<file path="src/rtl/spiker_frame_ctrl.sv">
// ============================================================================
// spiker_frame_ctrl
// ----------------------------------------------------------------------------
// Sequences one spike frame through the spiker core. The controller does four
// things:
//   - It reads the N_WORDS spike words from the adapter register file, one
//     word at a time.
//   - It streams those words to the core over a valid/ready input channel.
//   - It collects the core's N_WORDS result words and writes each one back
//     into the result register file with a one-cycle write strobe.
//   - It reports busy, done and timeout status, and raises an irq pulse when
//     a frame completes or times out.
//
// Ports
//   clk_i            clock
//   rst_ni           asynchronous active-low reset
//   start_i          one-cycle start pulse; ignored while a frame is running
//   abort_i          one-cycle abort pulse; returns to idle without done/irq
//   rd_idx_o         index of the spike register being read
//   rd_data_i        combinational read data for rd_idx_o
//   core_in_valid_o  input beat valid
//   core_in_ready_i  core accepts the input beat
//   core_in_data_o   input beat data; the tail bits of the last word are zeroed
//   core_in_last_o   marks the final input beat
//   core_out_valid_i result beat valid
//   core_out_ready_o controller accepts the result beat
//   core_out_data_i  result beat data
//   res_we_o         result register write strobe (registered)
//   res_idx_o        result register index
//   res_data_o       result register data
//   busy_o           a frame is in progress
//   done_o           sticky frame-complete flag, cleared by the next start
//   err_timeout_o    sticky result-timeout flag, cleared by the next start
//   irq_o            one-cycle pulse on completion or timeout
// ============================================================================
module spiker_frame_ctrl #(
   parameter  int WIDTH          = 32,
   parameter  int N_SPIKES       = 784,
   parameter  int TIMEOUT_CYCLES = 4096,
   localparam int N_WORDS        = (N_SPIKES + WIDTH - 1) / WIDTH,
   localparam int IW             = (N_WORDS > 1) ? $clog2(N_WORDS) : 1
) (
   input  logic             clk_i,
   input  logic             rst_ni,
   input  logic             start_i,
   input  logic             abort_i,
   output logic [IW-1:0]    rd_idx_o,
   input  logic [WIDTH-1:0] rd_data_i,
   output logic             core_in_valid_o,
   input  logic             core_in_ready_i,
   output logic [WIDTH-1:0] core_in_data_o,
   output logic             core_in_last_o,
   input  logic             core_out_valid_i,
   output logic             core_out_ready_o,
   input  logic [WIDTH-1:0] core_out_data_i,
   output logic             res_we_o,
   output logic [IW-1:0]    res_idx_o,
   output logic [WIDTH-1:0] res_data_o,
   output logic             busy_o,
   output logic             done_o,
   output logic             err_timeout_o,
   output logic             irq_o
);

   // Number of valid spike bits in the last word. Zero means the word is full.
   localparam int TAIL = N_SPIKES % WIDTH;

   // res_cnt must be able to hold N_WORDS itself, so it can be one bit wider than IW.
   localparam int CW = $clog2(N_WORDS + 1);

   // The timer only ever holds 0 .. TIMEOUT_CYCLES-1.
   localparam int TW = (TIMEOUT_CYCLES > 1) ? $clog2(TIMEOUT_CYCLES) : 1;

   localparam logic [IW-1:0]    LAST_IDX  = IW'(N_WORDS - 1);
   localparam logic [CW-1:0]    FULL_CNT  = CW'(N_WORDS);
   localparam logic [TW-1:0]    TMO_LAST  = TW'(TIMEOUT_CYCLES - 1);
   localparam logic [WIDTH-1:0] TAIL_MASK = (TAIL == 0) ? {WIDTH{1'b1}}
                                                         : ({WIDTH{1'b1}} >> (WIDTH - TAIL));

   typedef enum logic [1:0] {
      IDLE,
      FEED,
      DRAIN,
      FINISH
   } state_t;

   state_t           state;
   state_t           state_next;

   logic [IW-1:0]    feed_cnt;
   logic [CW-1:0]    res_cnt;
   logic [TW-1:0]    timer;

   logic             in_valid;
   logic             in_last;
   logic             in_fire;
   logic             out_ready;
   logic             out_fire;
   logic             res_full;
   logic             tmo_hit;
   logic             start_ok;

   logic             done_q;
   logic             err_q;
   logic             irq_q;

   logic             res_we_p1;
   logic [IW-1:0]    res_idx_p1;
   logic [WIDTH-1:0] res_data_p1;

   // Zero the spike bits beyond N_SPIKES on the final word of the frame.
   function automatic logic [WIDTH-1:0] tail_mask(input logic [WIDTH-1:0] data,
                                                  input logic             last);
      return last ? (data & TAIL_MASK) : data;
   endfunction

   assign res_full = (res_cnt == FULL_CNT);
   assign start_ok = (state == IDLE) && start_i && !abort_i;

   // ------------------------------------------------------------------------
   // FSM state register
   // ------------------------------------------------------------------------
   always_ff @(posedge clk_i or negedge rst_ni) begin
      if (!rst_ni) begin
         state <= IDLE;
      end else begin
         state <= state_next;
      end
   end

   // ------------------------------------------------------------------------
   // FSM next state and handshake outputs
   // ------------------------------------------------------------------------
   always_comb begin
      state_next = state;
      in_valid   = 1'b0;
      out_ready  = 1'b0;
      tmo_hit    = 1'b0;
      unique case (state)
         IDLE: begin
            if (start_i && !abort_i) begin
               state_next = FEED;
            end
         end
         FEED: begin
            // Abort removes valid/ready in the same cycle, so no beat can fire.
            in_valid  = !abort_i;
            out_ready = !abort_i && !res_full;
            if (abort_i) begin
               state_next = IDLE;
            end else if (core_in_ready_i && (feed_cnt == LAST_IDX)) begin
               state_next = DRAIN;
            end
         end
         DRAIN: begin
            out_ready = !abort_i && !res_full;
            if (abort_i) begin
               state_next = IDLE;
            end else if (res_full) begin
               state_next = FINISH;
            end else if (!core_out_valid_i && (timer == TMO_LAST)) begin
               tmo_hit    = 1'b1;
               state_next = IDLE;
            end
         end
         FINISH: begin
            state_next = IDLE;
         end
         default: begin
            state_next = IDLE;
         end
      endcase
   end

   assign in_fire  = in_valid && core_in_ready_i;
   assign out_fire = out_ready && core_out_valid_i;
   assign in_last  = in_valid && (feed_cnt == LAST_IDX);

   // ------------------------------------------------------------------------
   // Frame counters, timeout timer and sticky status
   // ------------------------------------------------------------------------
   always_ff @(posedge clk_i or negedge rst_ni) begin
      if (!rst_ni) begin
         feed_cnt <= '0;
         res_cnt  <= '0;
         timer    <= '0;
         done_q   <= 1'b0;
         err_q    <= 1'b0;
         irq_q    <= 1'b0;
      end else begin
         irq_q <= 1'b0;

         if (start_ok) begin
            feed_cnt <= '0;
            res_cnt  <= '0;
            done_q   <= 1'b0;
            err_q    <= 1'b0;
         end

         if (in_fire) begin
            feed_cnt <= feed_cnt + 1'b1;
         end

         if (out_fire) begin
            res_cnt <= res_cnt + 1'b1;
         end

         // The timer measures DRAIN cycles since the most recent result beat.
         // Quiet cycles spent in FEED do not count towards the timeout.
         if (state == DRAIN) begin
            if (out_fire) begin
               timer <= '0;
            end else if (!tmo_hit) begin
               timer <= timer + 1'b1;
            end
         end else begin
            timer <= '0;
         end

         if (tmo_hit) begin
            err_q <= 1'b1;
            irq_q <= 1'b1;
         end

         if ((state == FINISH) && !abort_i) begin
            done_q <= 1'b1;
            irq_q  <= 1'b1;
         end
      end
   end

   // ------------------------------------------------------------------------
   // Stage p1: registered result write-back
   // ------------------------------------------------------------------------
   always_ff @(posedge clk_i or negedge rst_ni) begin
      if (!rst_ni) begin
         res_we_p1   <= 1'b0;
         res_idx_p1  <= '0;
         res_data_p1 <= '0;
      end else begin
         res_we_p1 <= out_fire;
         if (out_fire) begin
            res_idx_p1  <= res_cnt[IW-1:0];
            res_data_p1 <= core_out_data_i;
         end
      end
   end

   assign rd_idx_o         = feed_cnt;
   assign core_in_valid_o  = in_valid;
   assign core_in_last_o   = in_last;
   assign core_in_data_o   = in_valid ? tail_mask(rd_data_i, in_last) : '0;
   assign core_out_ready_o = out_ready;
   assign res_we_o         = res_we_p1;
   assign res_idx_o        = res_idx_p1;
   assign res_data_o       = res_data_p1;
   assign busy_o           = (state != IDLE);
   assign done_o           = done_q;
   assign err_timeout_o    = err_q;
   assign irq_o            = irq_q;

endmodule

</file>
<file path="config.mk">
export PLATFORM = sky130hd
export DESIGN_NAME = spiker_frame_ctrl
export DESIGN_NICKNAME = d
export VERILOG_FILES = /design/src/rtl/spiker_frame_ctrl.sv
export SDC_FILE = /design/constraint.sdc
export NUM_CORES = 1
export LEC_CHECK = 0
export CORE_ASPECT_RATIO = 0.9
export CORE_MARGIN = 5
export CORE_UTILIZATION = 35
export CTS_CLUSTER_DIAMETER = 50
export DETAILED_ROUTE_END_ITERATION = 8
export GPL_TIMING_DRIVEN = 0
export PLACE_DENSITY_LB_ADDON = 0.08
export SYNTH_ARGS = -nofsm -noshare
export SYNTH_HDL_FRONTEND = slang
export SYNTH_SLANG_ARGS = --single-unit
</file>
<file path="constraint.sdc">
create_clock -name clk_i -period 2 [get_ports clk_i]
set_input_delay 0.4 -clock clk_i [delete_from_list [all_inputs] [get_ports clk_i]]
set_output_delay 0.4 -clock clk_i [all_outputs]
set_load 0.01 [all_outputs]
</file>
==> results of run 1 <==
==> power groups by stage <==
| stage | Clock (mW) | Combinational (mW) | Sequential [mW] |
|---|---|---|---|
| 3_3_place_gp | 0 | 2.33 | 1.97 |
| 3_5_place_dp | 0 | 2.38 | 1.99 |
| 5_1_grt | 1.21 | 3.04 | 1.99 |
| 6_report | 1.12 | 2.79 | 1.94 |
| 4_1_cts | 1.16 | 2.62 | 1.94 |
| 2_1_floorplan | 0 | 0.839 | 2.14 |
==> synth_stat cells (4+ instances only) <==
cell | instances | area (um^2)
o22ai_1 | 6 | 37.54
dfrtp_1 | 65 | 1627
nand2_1 | 118 | 442.9
and3_1 | 19 | 118.9
inv_1 | 8 | 30.03
nor3_1 | 4 | 20.02
and2_1 | 18 | 112.6
xor2_1 | 4 | 35.03
nand3_1 | 7 | 35.03
ha_1 | 10 | 125.1
nor2_1 | 6 | 22.52
o21ai_0 | 17 | 85.08
a22o_1 | 4 | 35.03
clkbuf_1 | 14 | 52.55
==> worst max-delay path: cells and delay by family, from the launching register on <==
family	cells	cell delay, ns
simple gates	2	0.30
flops	1	0.40
fa+ha+maj	1	0.15
buf+inv	4	0.51
==> cells by family after synthesis <==
| kind of cell | after synthesis | share of synthesized area, % |
|---|---|---|
| AO/OA/AOI/OAI | 39 | 7.759 |
| XOR/XNOR | 7 | 1.940 |
| AND/OR/NAND/NOR | 198 | 29.97 |
| flip-flops | 65 | 51.46 |
| adder cells (fa/ha/maj) | 10 | 3.959 |
| buffers and inverters | 27 | 3.325 |
| multiplexers | 4 | 1.584 |
==> timing repair <==
action                     CTS  global route
setup endpoints to repair   92            60
pin swaps                   14            16
setup buffers               18            13
cloned                       5             0
gates resized for setup    204            49
==> state kept, by name (all words and copies together) (netlist names) <==
| name | cells |
|---|---|
| irq_o | 1 |
| err_timeout_o | 1 |
| res_cnt | 5 |
| res_data_o | 32 |
| res_idx_o | 5 |
| state | 2 |
| timer | 12 |
| res_we_o | 1 |
| rd_idx_o | 5 |
| done_o | 1 |
==> metrics by stage <==
step                utilization (%)  std cells  hold slack [ns]  setup slack (ns)
floorplan                         -        350           0.1044          -0.03399
global placement              55.66        620           0.4559            -1.706
detailed placement            55.63        620           0.4609           -0.8126
CTS                           60.25        656           0.1806           -0.1254
global route                  63.62        669           0.2328           -0.1716
finish                        63.62        669           0.1542          -0.08129
==> worst min-delay path by stage <==
stage / start / endpoint / slack, ns
floorplan: rst_ni / done_o$_DFFE_PN0P_ / 0.10
global placement: res_data_o[28]$_DFFE_PN0P_ / res_data_o[28]$_DFFE_PN0P_ / 0.46
detailed placement: res_data_o[10]$_DFFE_PN0P_ / res_data_o[10]$_DFFE_PN0P_ / 0.46
CTS: rst_ni / res_data_o[23]$_DFFE_PN0P_ / 0.18
global route: rst_ni / res_data_o[23]$_DFFE_PN0P_ / 0.23
finish: rst_ni / res_data_o[23]$_DFFE_PN0P_ / 0.15
==> metal layers <==
layer  vias up  GRT usage, %  wire (um)
met3         6         6.431        717
li1       1554             -          -
met1      1462         22.30       4226
met4         0         2.178         46
met5         -             0          0
met2        91         28.36       4772
==> area by class of cell <==
| type | count | area share (%) |
|---|---|---|
| buffer | 14 | 2.128 |
| timing repair buffer | 186 | 32.07 |
| tap | 119 | 2.694 |
| timing repair inverter | 1 | 0.1584 |
| sequential | 65 | 29.49 |
| clock buffer | 10 | 2.490 |
| multi-input combinational | 258 | 28.95 |
| clock inverter | 6 | 1.200 |
| inverter | 10 | 0.8148 |
==> results.md, run 1 <==
* Setup repair after global routing missed its margin: true
* Setup TNS at -0.9642 ns
* Clock sink total at 65
* Combined global-route utilization of all metal layers at 17.22%
* Insertion delay to the later sink of the worst-skew pair at 0.33 ns
* Via count of the routed design at 3113
* Switching power summed over all nets at 1.952 mW
* Achievable Freq at 480.5 MHz
* Floorplan Core Area at 8688 um^2
* Maximum Capacitance Violations at 0
* Crit-path max cell delay at 0.40 ns
* Antenna-violating nets left at 0
* Final cycle utilization of the critical path at 104.1%
* Sequential Power Share at 33.2%
* Post-synthesis sequential element count at 65
* Part of the Yosys area used for sequential elements at 51.46%
* Synth Flop Type: dfrtp_1
* Dpl hpwl at 6986 um
* Synthesized cell area at 3161 um^2
* Clock network fraction of total power at 19.1%
* Worst rel slew slack at 45.40%
* Critical path class: flop to primary output
* Standard cell area after detailed placement at 4833 um^2
* Number of synthesis warnings at 0
* Signed area change from the synthesized netlist to the final layout at 74.90%
* Footprint of the flip-flops and latches at 1630 um^2
* Setup violations, final at 14
* Via count of the first global-routing pass at 3018
* Number of flops mapped to enable cells by yosys at 0
* Average size of a mapped cell at 9.030 um^2
* Iteration-0 DRC Markers at 100
* Clock-pin slew of the registers on the worst-case setup and hold paths at 0.07 ns
* Final setup skew at 0.01306 ns
* Sw Ratio at 33.32%
* Critical path peak fanout at 5
* Launching instance or port of the critical path: rd_idx_o[0]$_DFFE_PN0P_
* Number of levels in the clock H-tree at 3
* Wire length of the first global-routing pass at 15080 um
* Number of top-level pins at 152
* Final count of pins violating max slew at 0
* R2r setup slk at 0.05 ns
* Placement row count at 32
* Static Leakage at 2.665 nW
* Routed vias/inst at 4.653
* Required time worst endpoint at 1.60 ns
* Number of inserted diodes at 0
* IO Port Bufs at 151
* Result of the run: finished, violations left
* Final wirelength at 9762 um
* CP startpoint kind: flop
* Area of the die at 11030 um^2
* Cell type of the slowest stage on the worst timing path: dfrtp_1
* Worst-case vdd ir drop at 0.6735 mV
* Endpoint kind of the worst setup timing path: primary output
* Die outline width at 110.2 um
* Combined area of the multi-input logic cells at 1600 um^2
* Async S/R FF share, synth at 100.0%
* Pin count of the biggest net entering global routing at 66
* Total power divided by cell area at 1060 nW/um^2
* Violations in the final reports: negative setup slack
* Final hold violation count at 0
* Final weighted congestion in routability-driven placement at 0.8170
* Clock Tree Root: clkbuf_8
* R2r worst-path depth at 8
* Starting density of the core at 36.38%
* Die height at 100.2 um
* Share of post-route cells with drive strength above 1 at 27.27%
* Maximum clock path buffer count at 2
* Endpoint of the worst register-to-register path: state[1]$_DFFE_PN0P_
* Cell Chain, Critical Path: inv_1 -> ha_2 -> nand4b_1 -> buf_4 -> buf_8 -> and3_4 -> buf_6
* Number of DRC violations after detailed routing at 0
* Pint at 3.905 mW
* Reg2reg start: rd_idx_o[0]$_DFFE_PN0P_
* Fill count at 745
* Class of the most critical hold timing path: input port to async pin
* Critical path destination: core_in_data_o[22]
* GRT Residual Overflow at 0
* Post-synthesis net count at 430
* Gate power share at 47.7%
* Total CTS buffers at 9
* Worst path setup slack after routing at -0.08129 ns
* Data arrival, critical path at 1.68 ns
* Final non-filler cell area at 5528 um^2
* Initial antenna violation count at 0
* Hold buffers post-CTS at 0
* Synthesized instance count at 350
* Number of nets in the final layout at 625
* Most common library cell in the layout ignoring fill and taps: nand2_1
* Count of unique library cells instantiated by Yosys at 45
* Worst-Margin Slew at 0.8190 ns
* Design Power at 5.857 mW
* Number of iterations in the first detailed-routing pass at 4
* TritonCTS clock tree: done
* Leading cell types in the layout, fill and taps excluded: nand2_1 (118), clkdlybuf4s50_1 (112), dfrtp_1 (62)
* WL/cell at 14.59 um
* Clock period minus worst slack at 2.081 ns
Power figures use the tool's default switching activity.
==> run 2: changes to the inputs <==
--- a/config.mk
+++ b/config.mk
@@ -11,7 +11,7 @@
 export CTS_CLUSTER_DIAMETER = 50
 export DETAILED_ROUTE_END_ITERATION = 8
 export GPL_TIMING_DRIVEN = 0
-export PLACE_DENSITY_LB_ADDON = 0.08
+export PLACE_DENSITY = 0.73
 export SYNTH_ARGS = -nofsm -noshare
 export SYNTH_HDL_FRONTEND = slang
 export SYNTH_SLANG_ARGS = --single-unit
==> results.md, run 2 (synthesis results as in run 1) <==
* Result of the run: finished, violations left
* Violations in the final reports: negative setup slack
* Total CTS buffers at 9
* GRT Residual Overflow at 0
* Clock Tree Root: clkbuf_8
* Dpl hpwl at 7152 um
* WL/cell at 15.63 um
* Maximum Capacitance Violations at 0
* Leading cell types in the layout, fill and taps excluded: nand2_1 (118), clkdlybuf4s50_1 (112), dfrtp_1 (62)
* DP Worst Slack at -0.8106 ns
* Data arrival, critical path at 1.65 ns
* Hold buffers post-CTS at 0
* Critical path class: flop to primary output
* Placement row count at 32
* Max reg flops at 32
* Share of post-route cells with drive strength above 1 at 26.10%
* Die outline width at 110.2 um
* Endpoint kind of the worst setup timing path: primary output
* Area of the die at 11030 um^2
* Final non-filler cell area at 5439 um^2
* Number of nets in the final layout at 619
* Clock-pin slew of the registers on the worst-case setup and hold paths at 0.07 ns
* Routed vias/inst at 4.722
* Final hold violation count at 0
* Number of iterations in the first detailed-routing pass at 4
* CP startpoint kind: flop
* Most common library cell in the layout ignoring fill and taps: nand2_1
* Iteration-0 DRC Markers at 142
* Maximum clock path buffer count at 2
* Clock period minus worst slack at 2.050 ns
* Static Leakage at 2.635 nW
* Antenna-violating nets left at 0
* Worst path setup slack after routing at -0.04968 ns
* Pin count of the biggest net entering global routing at 66
* Required time worst endpoint at 1.60 ns
* Signed area change from the synthesized netlist to the final layout at 72.09%
* Number of DRC violations after detailed routing at 0
* Floorplan Core Area at 8688 um^2
* Class of the most critical hold timing path: input port to async pin
* Worst-case vdd ir drop at 0.7324 mV
* TritonCTS clock tree: done
* Post-Route Hold Slack at 0.1464 ns
* Number of levels in the clock H-tree at 3
* Final weighted congestion in routability-driven placement at 0.7714
* Insertion delay to the later sink of the worst-skew pair at 0.34 ns
* Worst-Margin Slew at 0.8104 ns
* Number of inserted diodes at 0
* Final count of pins violating max slew at 0
* Final setup skew at 0.009604 ns
* Wire length of the first global-routing pass at 15910 um
* Standard cell area after detailed placement at 4833 um^2
* Setup repair after global routing missed its margin: true
* Number of top-level pins at 152
* Critical path peak fanout at 10
* Worst rel slew slack at 45.97%
* Final cycle utilization of the critical path at 102.5%
* IO Port Bufs at 151
* Total power divided by cell area at 1072 nW/um^2
* Combined global-route utilization of all metal layers at 18.41%
* Starting density of the core at 36.38%
* Final wirelength at 10360 um
* Via count of the first global-routing pass at 3225
* Clock sink total at 65
* Die height at 100.2 um
* Initial antenna violation count at 0
* Via count of the routed design at 3131
* Setup violations, final at 15
* Fill count at 741
* Achievable Freq at 487.9 MHz
## run 2: changes by cell type in the layout (fill, tap and decap cells not counted), sizes merged
cell / change
clkinv: -3
or2: +1
inv: -1
buf: -5
clkinvlp: +3
clkbuf: -1
## run 2: layout make-up
| class | instances | area [um^2] | area share [%] |
|---|---|---|---|
| Clock buffer | 10 | 137.6 | 2.530 |
| Sequential cell | 65 | 1630 | 29.97 |
| Clock inverter | 6 | 66.31 | 1.219 |
| Inverter | 10 | 50.05 | 0.9202 |
| Timing Repair Buffer | 180 | 1697 | 31.19 |
| Buffer | 14 | 112.6 | 2.070 |
| Tap cell | 119 | 148.9 | 2.738 |
| Multi-Input combinational cell | 259 | 1597 | 29.35 |
## run 2: per-stage QoR
step                cells  TNS [ns]  total power [mW]  utilization, %
finish                663   -0.4366             5.832           62.60
detailed placement    620    -49.62             4.367           55.63
floorplan             350  -0.04116             2.974               -
CTS                   652   -0.5337             5.712           59.68
global route          663    -1.814             6.234           62.60
global placement      620   -157.76             4.318           55.66
## run 2: power breakdown
group,total (mW),internal [mW],switching [mW]
sequential,1.96,1.72,0.245
combinational,2.73,1.51,1.22
clock,1.14,0.611,0.531
total,5.83,3.84,2.00
## run 2: critical path: stages, from the launching register on
cell and delay (ns):
dfrtp_2 0.43, inv_2 0.05, ha_2 0.15, nand4b_1 0.15, clkbuf_8 0.21, and3_1 0.19
buf_2 0.14
## run 2: final timing paths
path,depth (start not counted),slack (ns),start,to
setup / recovery,6,-0.05,rd_idx_o[0]$_DFFE_PN0P_,core_in_data_o[28]
max in group asynchronous,1,1.27,rst_ni,state[0]$_DFFE_PN0P_
hold / removal,1,0.15,rst_ni,res_data_o[29]$_DFFE_PN0P_
hold reg to reg,2,0.48,res_data_o[28]$_DFFE_PN0P_,res_data_o[28]$_DFFE_PN0P_
min in group clk_i,2,0.48,res_data_o[28]$_DFFE_PN0P_,res_data_o[28]$_DFFE_PN0P_
setup reg to reg,6,0.03,state[1]$_DFFE_PN0P_,state[1]$_DFFE_PN0P_
## run 2: repair_timing
item / 4_1_cts / 5_1_grt
gates cloned: 3 / 1
hold endpoints to repair: 0 / 0
setup endpoints to repair: 92 / 40
resized for setup: 193 / 50
buffers inserted: 16 / 10
pin swaps: 4 / 17
## run 2: routing by layer
layer / part of all wire (%) / vias to the layer above / track usage [%]
met4: 2.0 / 0 / 5.871
li1: - / 1539 / -
met3: 5.3 / 19 / 5.402
met2: 50 / 79 / 29.38
met1: 42 / 1494 / 24.08
met5: 0 / - / 0
==> run 3: changes to the inputs <==
--- a/config.mk
+++ b/config.mk
@@ -7,11 +7,11 @@
 export LEC_CHECK = 0
 export CORE_ASPECT_RATIO = 0.9
 export CORE_MARGIN = 5
-export CORE_UTILIZATION = 35
+export CORE_UTILIZATION = 37
 export CTS_CLUSTER_DIAMETER = 50
 export DETAILED_ROUTE_END_ITERATION = 8
 export GPL_TIMING_DRIVEN = 0
-export PLACE_DENSITY = 0.73
+export PLACE_DENSITY = 0.77
 export SYNTH_ARGS = -nofsm -noshare
 export SYNTH_HDL_FRONTEND = slang
 export SYNTH_SLANG_ARGS = --single-unit
==> results.md, run 3 (synthesis results as in run 1) <==
* Result of the run: finished, violations left
* Violations in the final reports: negative setup slack
* Starting density of the core at 37.41%
* Sequential Power Share at 32.8%
* Clock sink total at 65
* Combined area of the multi-input logic cells at 1644 um^2
* R2r worst-path depth at 5
* Total power divided by cell area at 1081 nW/um^2
* Clock Tree Root: clkbuf_8
* Achievable Freq at 478.9 MHz
* Worst rel slew slack at 45.77%
* Worst-Margin Slew at 0.8135 ns
* Leading cell types in the layout, fill and taps excluded: nand2_1 (118), clkdlybuf4s50_1 (112), dfrtp_1 (64)
* Number of top-level pins at 152
* Worst-case vdd ir drop at 0.6659 mV
* Critical path peak fanout at 8
* Dpl hpwl at 7109 um
* Launching instance or port of the critical path: rd_idx_o[1]$_DFFE_PN0P_
* Pint at 3.898 mW
* Iteration-0 DRC Markers at 190
* Class of the most critical hold timing path: input port to async pin
* Clock network fraction of total power at 18.9%
* Hold buffers post-CTS at 0
* Cell type of the slowest stage on the worst timing path: dfrtp_1
* Pin count of the biggest net entering global routing at 66
* R2r setup slk at 0.02 ns
* Maximum clock path buffer count at 2
* Gate power share at 48.2%
* Critical path class: flop to primary output
* Final wirelength at 10840 um
* Final setup skew at 0.01003 ns
* Endpoint kind of the worst setup timing path: primary output
* CP startpoint kind: flop
* Via count of the routed design at 3254
* Area of the die at 10490 um^2
* Final cycle utilization of the critical path at 104.4%
* GRT Residual Overflow at 0
* Placement row count at 32
* Static Leakage at 2.658 nW
* Max reg flops at 32
* Die height at 97.68 um
* Routed vias/inst at 4.857
* Most common library cell in the layout ignoring fill and taps: nand2_1
* Final non-filler cell area at 5528 um^2
* Cell Chain, Critical Path: inv_1 -> ha_2 -> nand4b_1 -> buf_6 -> and3_4 -> buf_6
* Final weighted congestion in routability-driven placement at 0.8358
* Number of levels in the clock H-tree at 3
* Number of iterations in the first detailed-routing pass at 4
* Via count of the first global-routing pass at 3263
* Buffering stage count on the worst path with inverters included at 3
* Clock period minus worst slack at 2.088 ns
* Worst path setup slack after routing at -0.08803 ns
* TritonCTS clock tree: done
* Die outline width at 107.4 um
* Signed area change from the synthesized netlist to the final layout at 74.90%
* IO Port Bufs at 151
* Floorplan Core Area at 8448 um^2
* Setup repair after global routing missed its margin: true
* Crit-path max cell delay at 0.38 ns
* Share of post-route cells with drive strength above 1 at 27.04%
* Insertion delay to the later sink of the worst-skew pair at 0.34 ns
* CP delay by family, top: buffers and inverters
* Standard cell area after detailed placement at 4833 um^2
* Switching power summed over all nets at 2.078 mW
* Required time worst endpoint at 1.60 ns
* Footprint of the flip-flops and latches at 1628 um^2
* Setup violations, final at 17
* Sw Ratio at 34.77%
* Final hold violation count at 0
* Data arrival, critical path at 1.69 ns
* WL/cell at 16.17 um
* Total CTS buffers at 9
* Final count of pins violating max slew at 0
* Wire length of the first global-routing pass at 16350 um
* Reg2reg start: timer[0]$_DFFE_PN0P_
* Fill count at 667
* Endpoint of the worst register-to-register path: state[1]$_DFFE_PN0P_
* Crit-path most repeated cell: buf_6
* Clock-pin slew of the registers on the worst-case setup and hold paths at 0.08 ns
* Antenna-violating nets left at 0
* Number of nets in the final layout at 626
* Initial antenna violation count at 0
* Number of inserted diodes at 0
* Setup TNS at -1.290 ns
* Number of DRC violations after detailed routing at 0
* Maximum Capacitance Violations at 0
* Combined global-route utilization of all metal layers at 19.36%
[run 3: cell count changes in the layout (fill, tap and decap cells not counted), sizes merged]
cell           previous run  this run
and4b                     1         2
inv                      10        12
clkdlybuf4s15             1         0
clkinv                    2         4
clkbuf                   20        19
buf                      68        74
clkinvlp                  3         1
[run 3: stage by stage]
step,worst slack [ns],hold WS [ns],utilization [%],instances,total power [mW]
after floorplan,-0.03399,0.1044,-,350,2.974
after global placement,-1.622,0.4559,57.24,620,4.306
after detailed placement,-0.8199,0.4616,57.21,620,4.373
after CTS,-0.1494,0.1771,61.23,654,5.668
after global routing,-0.1933,0.2044,65.43,670,6.388
final,-0.08803,0.1563,65.43,670,5.976
[run 3: worst max path at each step]
stage / end / slack [ns] / depth (start not counted)
2_1_floorplan: state[1]$_DFFE_PN0P_ / -0.03 / 5
4_1_cts: core_in_data_o[22] / -0.15 / 6
3_3_place_gp: res_data_o[20]$_DFFE_PN0P_ / -1.62 / 1
5_1_grt: core_in_data_o[16] / -0.19 / 6
6_report: core_in_data_o[31] / -0.09 / 6
3_5_place_dp: core_in_data_o[27] / -0.82 / 6
[run 3: final cells by class]
class,count,share of cell area [%]
repair buffers,185,31.28
well taps,119,2.694
inverters,10,0.8148
clock buffers,9,2.241
plain buffers,14,2.286
clock inverters,7,1.403
multi-input cells,260,29.74
repair inverters,1,0.09054
flip-flops and latches,65,29.45
[run 3: power groups by stage]
stage / clock [mW] / combinational, mW / sequential (mW)
6_report: 1.13 / 2.88 / 1.96
5_1_grt: 1.24 / 3.13 / 2.02
4_1_cts: 1.15 / 2.56 / 1.95
3_5_place_dp: 0 / 2.38 / 2.00
3_3_place_gp: 0 / 2.33 / 1.97
2_1_floorplan: 0 / 0.839 / 2.14
[run 3: repair_timing]
item | in CTS | in global routing
endpoints found under the setup margin | 93 | 61
pin swaps | 6 | 14
setup buffers | 19 | 13
gates resized for setup | 166 | 91
gates cloned | 2 | 4
[run 3: worst reg2reg max path, cell delays in order (launching register included)]
cell	delay, ns
dfrtp_1	0.40
ha_4	0.17
nand3_4	0.11
or4_4	0.48
a221o_2	0.41
mux2_4	0.31
[run 3: routing by layer]
metal / wire, um / vias up / GRT usage [%]
li1: - / 1563 / -
met1: 4485 / 1585 / 24.32
met2: 5519 / 91 / 31.94
met3: 687 / 15 / 7.176
met4: 145 / 0 / 4.078
met5: 0 / - / 0
